## src/rtl/sdram_port_arbiter.sv

```systemverilog
// N-channel latched request arbiter feeding a single-command SDRAM backend.
// Fixed-priority or round-robin grant, refresh slot insertion, per-channel overrun flags.
module sdram_port_arbiter #(
  parameter int unsigned NUM_CH  = 3,
  parameter int unsigned ADDR_W  = 25,
  parameter int unsigned DATA_W  = 8,
  parameter int unsigned RR_MODE = 0
) (
  input  logic                     clk,
  input  logic                     reset,
  input  logic [NUM_CH*ADDR_W-1:0] ch_addr,
  input  logic [NUM_CH*DATA_W-1:0] ch_din,
  input  logic [NUM_CH-1:0]        ch_rd,
  input  logic [NUM_CH-1:0]        ch_wr,
  output logic [NUM_CH*DATA_W-1:0] ch_dout,
  output logic [NUM_CH-1:0]        ch_busy,
  output logic [NUM_CH-1:0]        ch_overrun,
  input  logic                     refresh,
  output logic                     mem_req,
  output logic                     mem_we,
  output logic                     mem_refresh,
  output logic [ADDR_W-1:0]        mem_addr,
  output logic [DATA_W-1:0]        mem_din,
  input  logic [DATA_W-1:0]        mem_dout,
  input  logic                     mem_ack
);

  localparam int unsigned CW = (NUM_CH > 1) ? $clog2(NUM_CH) : 1;

  typedef enum logic [1:0] {IDLE, CMD, RFSH} state_t;

  state_t              state_q, state_d;
  logic [CW-1:0]       grant_q, grant_d;
  logic [CW-1:0]       rr_ptr_q, rr_ptr_d;
  logic                refresh_pend_q, refresh_pend_d;
  logic [NUM_CH-1:0]   pending_q, pending_d;
  logic [NUM_CH-1:0]   inflight_q, inflight_d;
  logic [NUM_CH-1:0]   overrun_q, overrun_d;
  logic [NUM_CH-1:0]   we_q, we_d;
  logic [ADDR_W-1:0]   addr_q [NUM_CH];
  logic [ADDR_W-1:0]   addr_d [NUM_CH];
  logic [DATA_W-1:0]   din_q  [NUM_CH];
  logic [DATA_W-1:0]   din_d  [NUM_CH];
  logic [DATA_W-1:0]   dout_q [NUM_CH];
  logic [DATA_W-1:0]   dout_d [NUM_CH];

  logic                pick_valid;
  logic [CW-1:0]       pick_idx;
  logic [CW-1:0]       rr_idx;
  logic                done;

  always_ff @(posedge clk or posedge reset) begin
    if (reset) begin
      state_q        <= IDLE;
      grant_q        <= '0;
      rr_ptr_q       <= '0;
      refresh_pend_q <= 1'b0;
      pending_q      <= '0;
      inflight_q     <= '0;
      overrun_q      <= '0;
      we_q           <= '0;
      for (int unsigned i = 0; i < NUM_CH; i++) begin
        addr_q[i] <= '0;
        din_q[i]  <= '0;
        dout_q[i] <= '0;
      end
    end else begin
      state_q        <= state_d;
      grant_q        <= grant_d;
      rr_ptr_q       <= rr_ptr_d;
      refresh_pend_q <= refresh_pend_d;
      pending_q      <= pending_d;
      inflight_q     <= inflight_d;
      overrun_q      <= overrun_d;
      we_q           <= we_d;
      for (int unsigned i = 0; i < NUM_CH; i++) begin
        addr_q[i] <= addr_d[i];
        din_q[i]  <= din_d[i];
        dout_q[i] <= dout_d[i];
      end
    end
  end

  // Round-robin scans from rr_ptr with wrap; fixed mode scans from index 0.
  always_comb begin
    pick_valid = 1'b0;
    pick_idx   = '0;
    rr_idx     = '0;
    for (int unsigned j = 0; j < NUM_CH; j++) begin
      if (RR_MODE != 0) begin
        rr_idx = CW'((32'(rr_ptr_q) + j) % NUM_CH);
      end else begin
        rr_idx = CW'(j);
      end
      if (!pick_valid && pending_q[rr_idx]) begin
        pick_valid = 1'b1;
        pick_idx   = rr_idx;
      end
    end
  end

  always_comb begin
    state_d = state_q;
    grant_d = grant_q;
    case (state_q)
      IDLE: begin
        if (refresh_pend_q) begin
          state_d = RFSH;
        end else if (pick_valid) begin
          state_d = CMD;
          grant_d = pick_idx;
        end
      end
      CMD:     if (mem_ack) state_d = IDLE;
      RFSH:    if (mem_ack) state_d = IDLE;
      default: state_d = IDLE;
    endcase
  end

  // Completion is applied before capture so a strobe in the ack cycle re-arms the slot;
  // grant is applied last so a strobe on the grant edge merges into the issued command.
  always_comb begin
    done           = (state_q == CMD) && mem_ack;
    rr_ptr_d       = rr_ptr_q;
    refresh_pend_d = refresh_pend_q;
    pending_d      = pending_q;
    inflight_d     = inflight_q;
    overrun_d      = overrun_q;
    we_d           = we_q;
    for (int unsigned i = 0; i < NUM_CH; i++) begin
      addr_d[i] = addr_q[i];
      din_d[i]  = din_q[i];
      dout_d[i] = dout_q[i];
    end

    if (done) begin
      inflight_d[grant_q] = 1'b0;
      if (!we_q[grant_q]) dout_d[grant_q] = mem_dout;
      rr_ptr_d = (grant_q == CW'(NUM_CH - 1)) ? '0 : grant_q + CW'(1);
    end
    if ((state_q == RFSH) && mem_ack) refresh_pend_d = 1'b0;
    if (refresh) refresh_pend_d = 1'b1;

    for (int unsigned i = 0; i < NUM_CH; i++) begin
      if (ch_rd[i] || ch_wr[i]) begin
        if (inflight_d[i]) begin
          overrun_d[i] = 1'b1;
        end else begin
          addr_d[i]    = ch_addr[i*ADDR_W +: ADDR_W];
          din_d[i]     = ch_din[i*DATA_W +: DATA_W];
          we_d[i]      = ch_wr[i];
          pending_d[i] = 1'b1;
        end
      end
    end

    if ((state_q == IDLE) && (state_d == CMD)) begin
      pending_d[grant_d]  = 1'b0;
      inflight_d[grant_d] = 1'b1;
    end
  end

  always_comb begin
    mem_req     = 1'b0;
    mem_we      = 1'b0;
    mem_refresh = 1'b0;
    mem_addr    = '0;
    mem_din     = '0;
    case (state_q)
      CMD: begin
        mem_req  = 1'b1;
        mem_we   = we_q[grant_q];
        mem_addr = addr_q[grant_q];
        mem_din  = din_q[grant_q];
      end
      RFSH: begin
        mem_req     = 1'b1;
        mem_refresh = 1'b1;
      end
      default: ;
    endcase
    ch_busy    = pending_q | inflight_q;
    ch_overrun = overrun_q;
    ch_dout    = '0;
    for (int unsigned i = 0; i < NUM_CH; i++) begin
      ch_dout[i*DATA_W +: DATA_W] = dout_q[i];
    end
  end

endmodule

```

## config.mk

```make
export PLATFORM = sky130hd
export DESIGN_NAME = sdram_port_arbiter
export DESIGN_NICKNAME = d
export VERILOG_FILES = /design/src/rtl/sdram_port_arbiter.sv
export SDC_FILE = /design/constraint.sdc
export NUM_CORES = 1
export LEC_CHECK = 0
export ABC_AREA = 1
export CORE_MARGIN = 2
export CORE_UTILIZATION = 30
export DETAILED_ROUTE_END_ITERATION = 6
export PLACE_DENSITY = 0.65
export SLEW_MARGIN = 20
export SYNTH_ARGS = -nofsm -noshare
export SYNTH_HDL_FRONTEND = slang
export SYNTH_SLANG_ARGS = --single-unit
```

## constraint.sdc

```tcl
create_clock -name clk -period 12.3 [get_ports clk]
set_clock_uncertainty 0.2 [all_clocks]
set_input_delay 1.23 -clock clk [delete_from_list [all_inputs] [get_ports clk]]
set_output_delay 1.23 -clock clk [all_outputs]
set_load 0.005 [all_outputs]
```

==> results by group, run 1 <==
Detailed routing
  • Vias after detailed routing: between 5000 and 6000
  • Post-route ant nets: 0
  • Vias per std cell: around 4.5
  • TritonRoute pass-1 iters: 4
  • Total Wirelength: 19700 um
  • Iteration-0 DRC Markers: 272
  • Routed met2 length: 9510 um
  • Max Used Layer: met4
  • Avg WL per Cell: ~15 um
  • Met3 wire len: 904 um
  • Post-route DRC: 0
  • Wire length on met1: 9010 um

Synth
  • Area contributors post-synth: dfrtp_1, nand2_1, inv_1
  • Synth Area in Compound Gates: under 10%
  • Mux contribution to synthesized area: 0%
  • Synth cell types: 26
  • Syn Nets: 952
  • Cells after synthesis: 831
  • Post-Synth Simple-Gate Area: roughly 30%
  • Seq cells post-synth: 140
  • XOR/XNOR share of the synthesized area: 0%
  • Largest family of logic cells by synthesized area: simple AND/OR/NAND/NOR gates
  • Largest area contributor in the netlist: dfrtp_1
  • Adder-Cell Fraction of Synth Area: less than 1%
  • Mapped Area: 0.00649 mm2
  • Yosys warnings: 0
  • Synthesized area per cell: 7.81 um2
  • Sequential area share after synthesis: 54.0%
  • Share of the synthesized area in the top cell type: between 50 and 60%

Timing
  • Hold Slack: 0.267 ns
  • Max Freq: 214 MHz
  • Setup TNS: 0 ns
  • Min Tclk post-route: between 4 and 5 ns
  • Worst slew pin tran: 0.975 ns
  • Period utilisation layout: 38.1%
  • Final Hold Vio Count: 0
  • Max_slew headroom: 35.0%
  • Setup Viol. Count Final: 0
  • Final Max Slew Viols: 0
  • RSZ-0062 raised after global routing: false

Finish
  • Nets@finish: 1120
  • Layout cell share with drive strength beyond 1: 5.84%
  • Area Overhead vs Synth: 40.2%
  • Ant diodes: 0
  • Layout Cells excl Fill: ~1300

Clocking
  • Clock transition at path regs: 0.06 ns
  • Skew-Pair Late Insertion Delay: 0.41 ns
  • Clk sinks: 140
  • TritonCTS clock tree: built
  • Post-CTS sizing: 0
  • Post-CTS Repair Setup Buffers: 0
  • H-tree Lvls: 4
  • Hold Buf Count CTS: 0
  • Longest Clk Path Bufs: 2
  • Total CTS buffers: 17
  • Root Driver: clkbuf_16

Critical path
  • Kind of critical path: reg2out
  • CP Capture Type: output pin
  • R2R setup slack: 8.79 ns
  • Required @ worst endpoint: 10.87 ns
  • Crit path arrival time: ~3.3 ns
  • CP startpoint: grant_q[0]$_DFF_PP0_
  • Crit Path Max Fanout: 23
  • Critical R2R Capture: addr_q[13]$_DFFE_PP0P_
  • Crit path launch type: flip-flop
  • Reg-to-Reg Start: state_q[1]$_DFF_PP0_
  • Worst-case reg-to-reg path depth: 10
  • Critical Path End: mem_we

Worst hold path
  • HP Class: reg2reg

Placed design
  • Port bufs: 182
  • Dpl cells: 1253
  • Dpl hpwl: 13400 um
  • GPL Wtd Cong: 0.816

GRT
  • Antenna violations before repair: 0
  • GRT overflow: 0
  • First-pass GRT wire length: 30500 um
  • Global Route Usage Sum: between 10% and 20%
  • Largest net degree at the start of global routing: 75
  • Number of global-route vias before repair: 5699

Floorplanning
  • CORE AREA: 0.0212 mm2
  • Initial Utilization: between 30 and 40%
  • Site Rows: 53
  • Total die area: between 0.02 and 0.025 mm2
  • Die H: ~150 um
  • Die Wd: 151 um
  • Io pins: 183

Pwr
  • Maximum vdd drop: roughly 0.078 mV
  • LEAKAGE: 0.00471 uW
  • Power Dens Cells: 114 mW/mm2

Outcome
  • Status: completed

Run
  • Max Cap Viol: 0
==> how the worst min path moves through the flow <==
stage	start	endpoint	cells after the start
3_5_place_dp	addr_q[55]$_DFFE_PP0P_	addr_q[55]$_DFFE_PP0P_	2
6_report	addr_q[35]$_DFFE_PP0P_	addr_q[35]$_DFFE_PP0P_	2
3_3_place_gp	addr_q[32]$_DFFE_PP0P_	addr_q[32]$_DFFE_PP0P_	2
5_1_grt	addr_q[61]$_DFFE_PP0P_	addr_q[61]$_DFFE_PP0P_	2
4_1_cts	addr_q[73]$_DFFE_PP0P_	addr_q[73]$_DFFE_PP0P_	2
2_1_floorplan	addr_q[10]$_DFFE_PP0P_	addr_q[10]$_DFFE_PP0P_	2
==> area by class of cell <==
class | count | area [um2]
flip-flops and latches | 140 | 3500
well taps | 275 | 344
multi-input cells | 561 | 2440
clock inverters | 12 | 124
clock buffers | 19 | 443
fillers | 2129 | 12100
repair buffers | 187 | 1900
inverters | 92 | 350
==> cells by family after synthesis <==
family	count (synthesis)
AND/OR/NAND/NOR	484
buffers and inverters	130
adder cells (fa/ha/maj)	4
AO/OA/AOI/OAI	73
flip-flops	140
==> worst max-delay path, stage by stage (launching register included) <==
cell and delay [ns]:
dfrtp_1 0.65, inv_2 0.16, nand2_1 0.41, inv_2 0.55
nand2_1 0.29, nand2_1 0.13, nand2_1 0.06, inv_1 0.08
clkdlybuf4s50_1 0.50
==> registers in the layout, summed over array words and instances, names as in the netlist <==
| register | count |
|---|---|
| addr_q | 75 |
| state_q | 2 |
| refresh_pend_q | 1 |
| we_q | 3 |
| ch_dout | 24 |
| grant_q | 2 |
| inflight_q | 3 |
| ch_overrun | 3 |
| pending_q | 3 |
| din_q | 24 |
==> power by group <==
| part | switching, uW | internal [uW] | total, uW |
|---|---|---|---|
| Sequential | 2.07 | 463 | 465 |
| Combinational | 34.4 | 45.9 | 80.3 |
| Clock | 195 | 301 | 496 |
| Total | 232 | 810 | 1040 |
==> layout by cell type (no fill, tap or decap), drive strengths merged, types with 3 or more instances in the layout <==
cell type,netlist,layout
buf,32,5
o221ai,7,7
clkinv,0,9
inv,92,92
a21oi,6,6
dfrtp,140,140
o21bai,3,3
nor2,27,27
nand3,50,50
o211ai,9,9
clkdlybuf4s50,0,182
ha,4,4
clkbuf,6,19
nand2,405,405
o21ai,48,48
==> routing by layer <==
metal | track usage, % | vias up
met5 | 0 | -
met4 | 4.44 | 0
met3 | 3.67 | 15
met2 | 28.8 | 148
met1 | 23.9 | 2776
li1 | - | 2876
==> synthesized netlist by cell type (all sizes together) <==
cell type and count:
inv 92, nor2 27, o21bai 3, a21oi 6
or2 1, nand3 50, dfrtp 140, nand2 405
nand4 1, o211ai 9, clkbuf 6, o221ai 7
o21ai 48, buf 32, ha 4
==> through the flow <==
step,instance area [um2],total power (uW),setup WS [ns],util [%]
4_1_cts,9050,1050,7.57,42.8
5_1_grt,9100,1080,7.45,43.0
2_1_floorplan,6490,500,7.12,-
3_5_place_dp,8480,554,8.04,40.1
6_report,9100,1040,7.62,43.0
3_3_place_gp,8480,554,8.03,40.1
Power figures use the tool's default switching activity.
==> run 2: changes to the inputs <==
PLACE_DENSITY = 0.67   (was 0.65)
clock period = 3.8 ns   (was 12.3 ns; I/O delays follow)
==> run 2 against run 1 <==
Against the previous run: core utilization down 0.21 points; largest power group is now registers; hold slack better by 0.0027 ns; sequential share of layout area up 0.19 points; die area unchanged; power rose to 3.1 times the previous value; clock power rose to 3.0 times the previous value; combinational power rose to 3.2 times the previous value; final cell count up 0.23%.
==> results by group, run 2 (synthesis results as in run 1) <==
Worst hold path
  • Hold endpoint: addr_q[9]$_DFFE_PP0P_ (was addr_q[35]$_DFFE_PP0P_)
  • Hold_sp: addr_q[9]$_DFFE_PP0P_ (was addr_q[35]$_DFFE_PP0P_)
  • WHS Path Cells: 2 (unchanged)
  • HP Class: reg2reg (unchanged)

Placed design
  • GPL Wtd Cong: 0.850 (was 0.816)
  • Port bufs: 182 (unchanged)
  • Dpl hpwl: 13600 um (was 13400 um)

Timing
  • Hold Slack: 0.270 ns (was 0.267 ns)
  • Setup TNS: 0 ns (unchanged)
  • Period utilisation layout: 86.6%
  • Final Hold Vio Count: 0 (unchanged)
  • Min Tclk post-route: 3.29 ns
  • Max_slew headroom: 45.5% (was 35.0%)
  • Setup Viol. Count Final: 0 (unchanged)
  • Max Freq: 304 MHz
  • Final Max Slew Viols: 0 (unchanged)
  • RSZ-0062 raised after global routing: false (unchanged)
  • Worst slew pin tran: 0.818 ns (was 0.975 ns)

Critical path
  • Reg-to-Reg Start: state_q[1]$_DFF_PP0_ (unchanged)
  • CP startpoint: grant_q[0]$_DFF_PP0_ (unchanged)
  • Most common cell on crit path: nand2_1 (unchanged)
  • Crit Path Max Fanout: 23 (unchanged)
  • CP peak stage delay: 0.50 ns (was 0.65 ns)
  • Critical R2R Capture: addr_q[36]$_DFFE_PP0P_ (was addr_q[13]$_DFFE_PP0P_)
  • Required @ worst endpoint: 3.22 ns (was 10.87 ns)
  • CP Cell Sequence: inv_2 -> nand2_1 -> inv_2 -> nand2_1 -> nand2_1 -> nand2_1 -> inv_1 -> clkdlybuf4s50_1 (unchanged)
  • Top cell family by delay on the critical path: buffers and inverters (unchanged)
  • Crit path launch type: flip-flop (unchanged)
  • Crit path arrival time: 2.71 ns (was 3.25 ns)
  • Worst-case reg-to-reg path depth: 9 (was 10)
  • CP max stage cell: inv_2 (was dfrtp_1)
  • R2R setup slack: 0.97 ns (was 8.79 ns)
  • CP Capture Type: output pin (unchanged)
  • Buf+Inv Stages, Crit Path: 4 (unchanged)
  • Kind of critical path: reg2out (unchanged)

Detailed routing
  • Wire length on met1: 8930 um (was 9010 um)
  • TritonRoute pass-1 iters: 4 (unchanged)
  • Total Wirelength: 19500 um (was 19700 um)
  • Met3 wire len: 891 um (was 904 um)
  • Max Used Layer: met4 (unchanged)
  • Post-route ant nets: 0 (unchanged)
  • Vias after detailed routing: 5792 (was 5815)
  • Avg WL per Cell: 15.1 um (was 15.3 um)
  • Vias per std cell: 4.49 (was 4.52)
  • Post-route DRC: 0 (unchanged)
  • Iteration-0 DRC Markers: 245 (was 272)
  • Routed met2 length: 9470 um (was 9510 um)

Finish
  • Commonest cells after routing, fill and taps aside: nand2_1, clkdlybuf4s50_1, dfrtp_1, inv_1, nand3_1 (unchanged)
  • FF+latch area: 0.00350 mm2 (unchanged)
  • Number of flip-flops in the largest register: 75 (unchanged)
  • Layout cell share with drive strength beyond 1: 5.83% (was 5.84%)
  • Reg with most FFs: addr_q (unchanged)
  • Area Overhead vs Synth: 39.5% (was 40.2%)
  • Multi-input gate area: 0.00244 mm2 (unchanged)
  • Commonest non-fill, non-tap cell in the layout: nand2_1 (unchanged)
  • Nets@finish: 1122 (was 1120)
  • Layout fillers: 2143 (was 2129)

GRT
  • Global Route Usage Sum: 17.7% (was 17.6%)
  • GRT overflow: 0 (unchanged)
  • First-pass GRT wire length: 30800 um (was 30500 um)
  • Number of global-route vias before repair: 5890 (was 5699)
  • Antenna violations before repair: 0 (unchanged)
  • Largest net degree at the start of global routing: 141 (was 75)

Floorplanning
  • Die H: 151 um (unchanged)
  • Site Rows: 53 (unchanged)
  • Initial Utilization: 30.7% (unchanged)
  • CORE AREA: 0.0212 mm2 (unchanged)
  • Io pins: 183 (unchanged)
  • Die Wd: 151 um (unchanged)
  • Total die area: 0.0228 mm2 (unchanged)

Clocking
  • Root Driver: clkbuf_16 (unchanged)
  • Post-CTS Repair Setup Buffers: 0 (unchanged)
  • TritonCTS clock tree: built (unchanged)
  • Post-CTS sizing: 0 (unchanged)
  • Skew-Pair Late Insertion Delay: 0.41 ns (about the same)
  • H-tree Lvls: 4 (unchanged)
  • Total CTS buffers: 17 (unchanged)
  • Clk sinks: 140 (unchanged)
  • Longest Clk Path Bufs: 2 (unchanged)
  • Hold Buf Count CTS: 0 (unchanged)
  • Clock transition at path regs: 0.06 ns (about the same)

Pwr
  • LEAKAGE: 0.00469 uW (was 0.00471 uW)
  • Power Dens Cells: 359 mW/mm2 (was 114 mW/mm2)
  • Maximum vdd drop: 0.197 mV (was 0.0781 mV)

Outcome
  • Status: completed (unchanged)

Run
  • Max Cap Viol: 0 (unchanged)
-- run 2: changes by cell type in the layout (fill, tap and decap cells not counted) --
cell,delta
clkbuf_8,+2
buf_16,-2
buf_4,+2
buf_12,+2
clkbuf_1,+1
diode_2,+2
clkinv_4,-3
inv_6,-1
clkinvlp_4,+2
bufinv_16,-2
-- run 2: worst max path at each step --
stage	cells after the start	slack [ns]	endpoint
3_3_place_gp	8	0.93	mem_we
2_1_floorplan	1	1.47	addr_q[0]$_DFFE_PP0P_
6_report	8	0.51	mem_we
3_5_place_dp	8	0.90	mem_we
5_1_grt	8	0.28	mem_we
4_1_cts	8	0.45	mem_we
-- run 2: area by class of cell --
class | instances | share of cell area (%)
Sequential cell | 140 | 38.7
Multi-Input combinational cell | 561 | 26.9
Timing Repair Buffer | 189 | 21.0
Clock buffer | 22 | 5.24
Inverter | 92 | 3.85
Tap cell | 275 | 3.80
Clock inverter | 8 | 0.497
Antenna cell | 2 | 0.0553
-- run 2: per-layer routing --
metal | vias to the layer above | GRT usage (%)
li1 | 2888 | -
met1 | 2744 | 23.7
met2 | 149 | 29.3
met3 | 11 | 3.52
met4 | 0 | 4.95
met5 | - | 0
-- run 2: worst register-to-register path, delay by kind of cell (launching register included) --
| family | cells | cell delay, ns |
|---|---|---|
| and+or+nand+nor | 6 | 1.18 |
| adders and majority gates | 1 | 0.40 |
| buffers and inverters | 2 | 0.52 |
| DFF | 1 | 0.41 |
-- run 2: where the power goes --
| part | internal, uW | switching, uW |
|---|---|---|
| sequential | 1500 | 7.49 |
| clock | 871 | 610 |
| combinational | 150 | 109 |
-- run 2: stage by stage --
stage	setup slack (ns)	total power, uW	utilization (%)	area (um2)	instances
after floorplan	1.47	1620	-	6490	831
after global placement	0.927	1790	40.3	8530	1257
after detailed placement	0.901	1790	40.3	8530	1257
after CTS	0.452	3280	42.8	9050	1287
after global routing	0.281	3390	42.8	9050	1287
final	0.508	3250	42.8	9060	1289
==> run 3: changes to the inputs <==
CTS_BUF_LIST = sky130_fd_sc_hd__clkbuf_4 sky130_fd_sc_hd__clkbuf_8   (was unset)
SKIP_LAST_GASP = 1   (was unset)
==> run 3 against run 2 <==
Against the previous run: clock power fell by 28%; count of clock-buffer cells in the layout is the same; hold slack improved by 0.0031 ns; sequential power is essentially flat; global-route usage increased by 0.10 points; non-clock buffer count unchanged; cell area is 2.1% lower; die area is the same; setup slack worse by 0.025 ns; register-to-register slack hardly changed; core utilization shrank 0.88 points; wire length fell by 0.17%; critical path type unchanged; largest cell class unchanged.
==> results by group, run 3 (synthesis results as in run 1) <==
Outcome
  • Status: completed (unchanged)

Worst hold path
  • HP Class: in2reg (was reg2reg)
  • WHS Path Cells: 3 (was 2)

Finish
  • Nets@finish: 1122 (unchanged)
  • Reg with most FFs: addr_q (unchanged)
  • Area Overhead vs Synth: 36.7% (was 39.5%)
  • Number of flip-flops in the largest register: 75 (unchanged)
  • FF+latch area: 0.00350 mm2 (unchanged)
  • Layout cell share with drive strength beyond 1: 6.03% (was 5.83%)
  • Layout fillers: 2175 (was 2143)
  • Commonest cells after routing, fill and taps aside: nand2_1, clkdlybuf4s50_1, dfrtp_1, inv_1, nand3_1 (unchanged)
  • Post-layout util: 41.9% (was 42.8%)
  • Commonest non-fill, non-tap cell in the layout: nand2_1 (unchanged)
  • Multi-input gate area: 0.00244 mm2 (unchanged)
  • Post-route cell area: 0.00887 mm2 (was 0.00906 mm2)

Detailed routing
  • Iteration-0 DRC Markers: 288 (was 245)
  • Avg WL per Cell: 15.1 um (about the same)
  • Vias after detailed routing: 5794 (was 5792)
  • TritonRoute pass-1 iters: 4 (unchanged)
  • Vias per std cell: 4.50 (was 4.49)
  • Post-route ant nets: 0 (unchanged)
  • Post-route DRC: 0 (unchanged)
  • Total Wirelength: 19500 um (about the same)

Timing
  • Max_slew headroom: 46.8% (was 45.5%)
  • Min Tclk post-route: 3.32 ns (was 3.29 ns)
  • Final Hold Vio Count: 0 (unchanged)
  • Setup Viol. Count Final: 0 (unchanged)
  • Hold Slack: 0.273 ns (was 0.270 ns)
  • RSZ-0062 raised after global routing: false (unchanged)
  • Final Max Slew Viols: 0 (unchanged)
  • Max Freq: 301 MHz (was 304 MHz)
  • Period utilisation layout: 87.3% (was 86.6%)
  • Worst slew pin tran: 0.798 ns (was 0.818 ns)
  • Setup TNS: 0 ns (unchanged)

Critical path
  • Crit path launch type: flip-flop (unchanged)
  • Worst-case reg-to-reg path depth: 9 (unchanged)
  • Most common cell on crit path: nand2_1 (unchanged)
  • R2R setup slack: 0.97 ns (about the same)
  • CP Cell Sequence: inv_2 -> nand2_1 -> inv_2 -> nand2_1 -> nand2_1 -> nand2_1 -> inv_1 -> clkdlybuf4s50_1 (unchanged)
  • Top cell family by delay on the critical path: buffers and inverters (unchanged)
  • CP max stage cell: inv_2 (unchanged)
  • CP peak stage delay: 0.49 ns (was 0.50 ns)
  • Crit Path Max Fanout: 23 (unchanged)
  • Buf+Inv Stages, Crit Path: 4 (unchanged)
  • CP Capture Type: output pin (unchanged)
  • Required @ worst endpoint: 3.22 ns (about the same)
  • Crit path arrival time: 2.74 ns (was 2.71 ns)
  • Crit path depth: 8 (unchanged)
  • Kind of critical path: reg2out (unchanged)

Floorplanning
  • Total die area: 0.0228 mm2 (unchanged)
  • Io pins: 183 (unchanged)
  • CORE AREA: 0.0212 mm2 (unchanged)
  • Site Rows: 53 (unchanged)
  • Die H: 151 um (unchanged)
  • Die Wd: 151 um (unchanged)
  • Initial Utilization: 30.7% (unchanged)

Clocking
  • Clock transition at path regs: 0.08 ns (was 0.06 ns)
  • H-tree Lvls: 4 (unchanged)
  • Post-CTS sizing: 0 (unchanged)
  • Post-CTS Repair Setup Buffers: 0 (unchanged)
  • TritonCTS clock tree: built (unchanged)
  • Longest Clk Path Bufs: 2 (unchanged)
  • Total CTS buffers: 17 (unchanged)
  • Skew-Pair Late Insertion Delay: 0.44 ns (was 0.41 ns)
  • Root Driver: clkbuf_8 (was clkbuf_16)
  • Clk sinks: 140 (unchanged)
  • Hold Buf Count CTS: 0 (unchanged)

GRT
  • GRT overflow: 0 (unchanged)
  • Antenna violations before repair: 0 (unchanged)
  • Number of global-route vias before repair: 5870 (was 5890)
  • First-pass GRT wire length: 30900 um (was 30800 um)
  • Grt peak-use layer: met2 (unchanged)
  • Met2 usage: 29.4% (was 29.3%)
  • Global Route Usage Sum: 17.8% (was 17.7%)
  • Largest net degree at the start of global routing: 141 (unchanged)
  • M1 GR Usage: 23.7% (about the same)
  • GR Util met3: 3.16% (was 3.52%)

Pwr
  • LEAKAGE: 0.00461 uW (was 0.00469 uW)
  • Power Dens Cells: 319 mW/mm2 (was 359 mW/mm2)
  • Maximum vdd drop: 0.171 mV (was 0.197 mV)

Placed design
  • Placed Area: 0.00853 mm2 (unchanged)
  • Dpl hpwl: 13600 um (unchanged)
  • GPL Wtd Cong: 0.850 (unchanged)
  • Port bufs: 182 (unchanged)

Run
  • Max Cap Viol: 0 (unchanged)
[run 3: stage by stage]
step                cells  power, uW  setup slack (ns)
finish               1288       2830             0.483
global route         1287       2970             0.236
CTS                  1287       2860             0.408
detailed placement   1257       1790             0.901
global placement     1257       1790             0.927
floorplan             831       1620              1.47
[run 3: worst paths after layout]
check,start,to
max,grant_q[0]$_DFF_PP0_,mem_we
min,ch_din[5],din_q[21]$_DFFE_PP0P_
max reg2reg,state_q[1]$_DFF_PP0_,addr_q[36]$_DFFE_PP0P_
min reg2reg,addr_q[26]$_DFFE_PP0P_,addr_q[26]$_DFFE_PP0P_
max in group asynchronous,reset,state_q[0]$_DFF_PP0_
min in group asynchronous,reset,din_q[18]$_DFFE_PP0P_
[run 3: power by group]
group	switching (uW)	internal [uW]	leakage [uW]	total [uW]
combinational	109	150	0.00264	259
sequential	7.49	1500	0.00179	1500
clock	565	503	0.000177	1070
[run 3: cell type report]
| type | count | share of cell area, % |
|---|---|---|
| Tap cell | 275 | 3.88 |
| Clock inverter | 8 | 0.508 |
| Antenna cell | 1 | 0.0282 |
| Multi-Input combinational cell | 561 | 27.5 |
| Inverter | 92 | 3.94 |
| Clock buffer | 22 | 3.27 |
| Sequential cell | 140 | 39.5 |
| Timing Repair Buffer | 189 | 21.4 |
[run 3: worst register-to-register path, stage by stage (launching register included)]
cell and delay, ns:
dfrtp_1 0.42, inv_1 0.11, ha_2 0.40, nand2_1 0.18, nor2_2 0.21, nor2_2 0.08
nor2_4 0.48, inv_2 0.41, nand2_1 0.16, nand2_1 0.07
[run 3: per-layer routing]
layer | part of all wire, % | vias up
met5 | 0 | -
li1 | - | 2887
met4 | 1.1 | 0
met3 | 4.0 | 15
met2 | 49 | 134
met1 | 46 | 2758
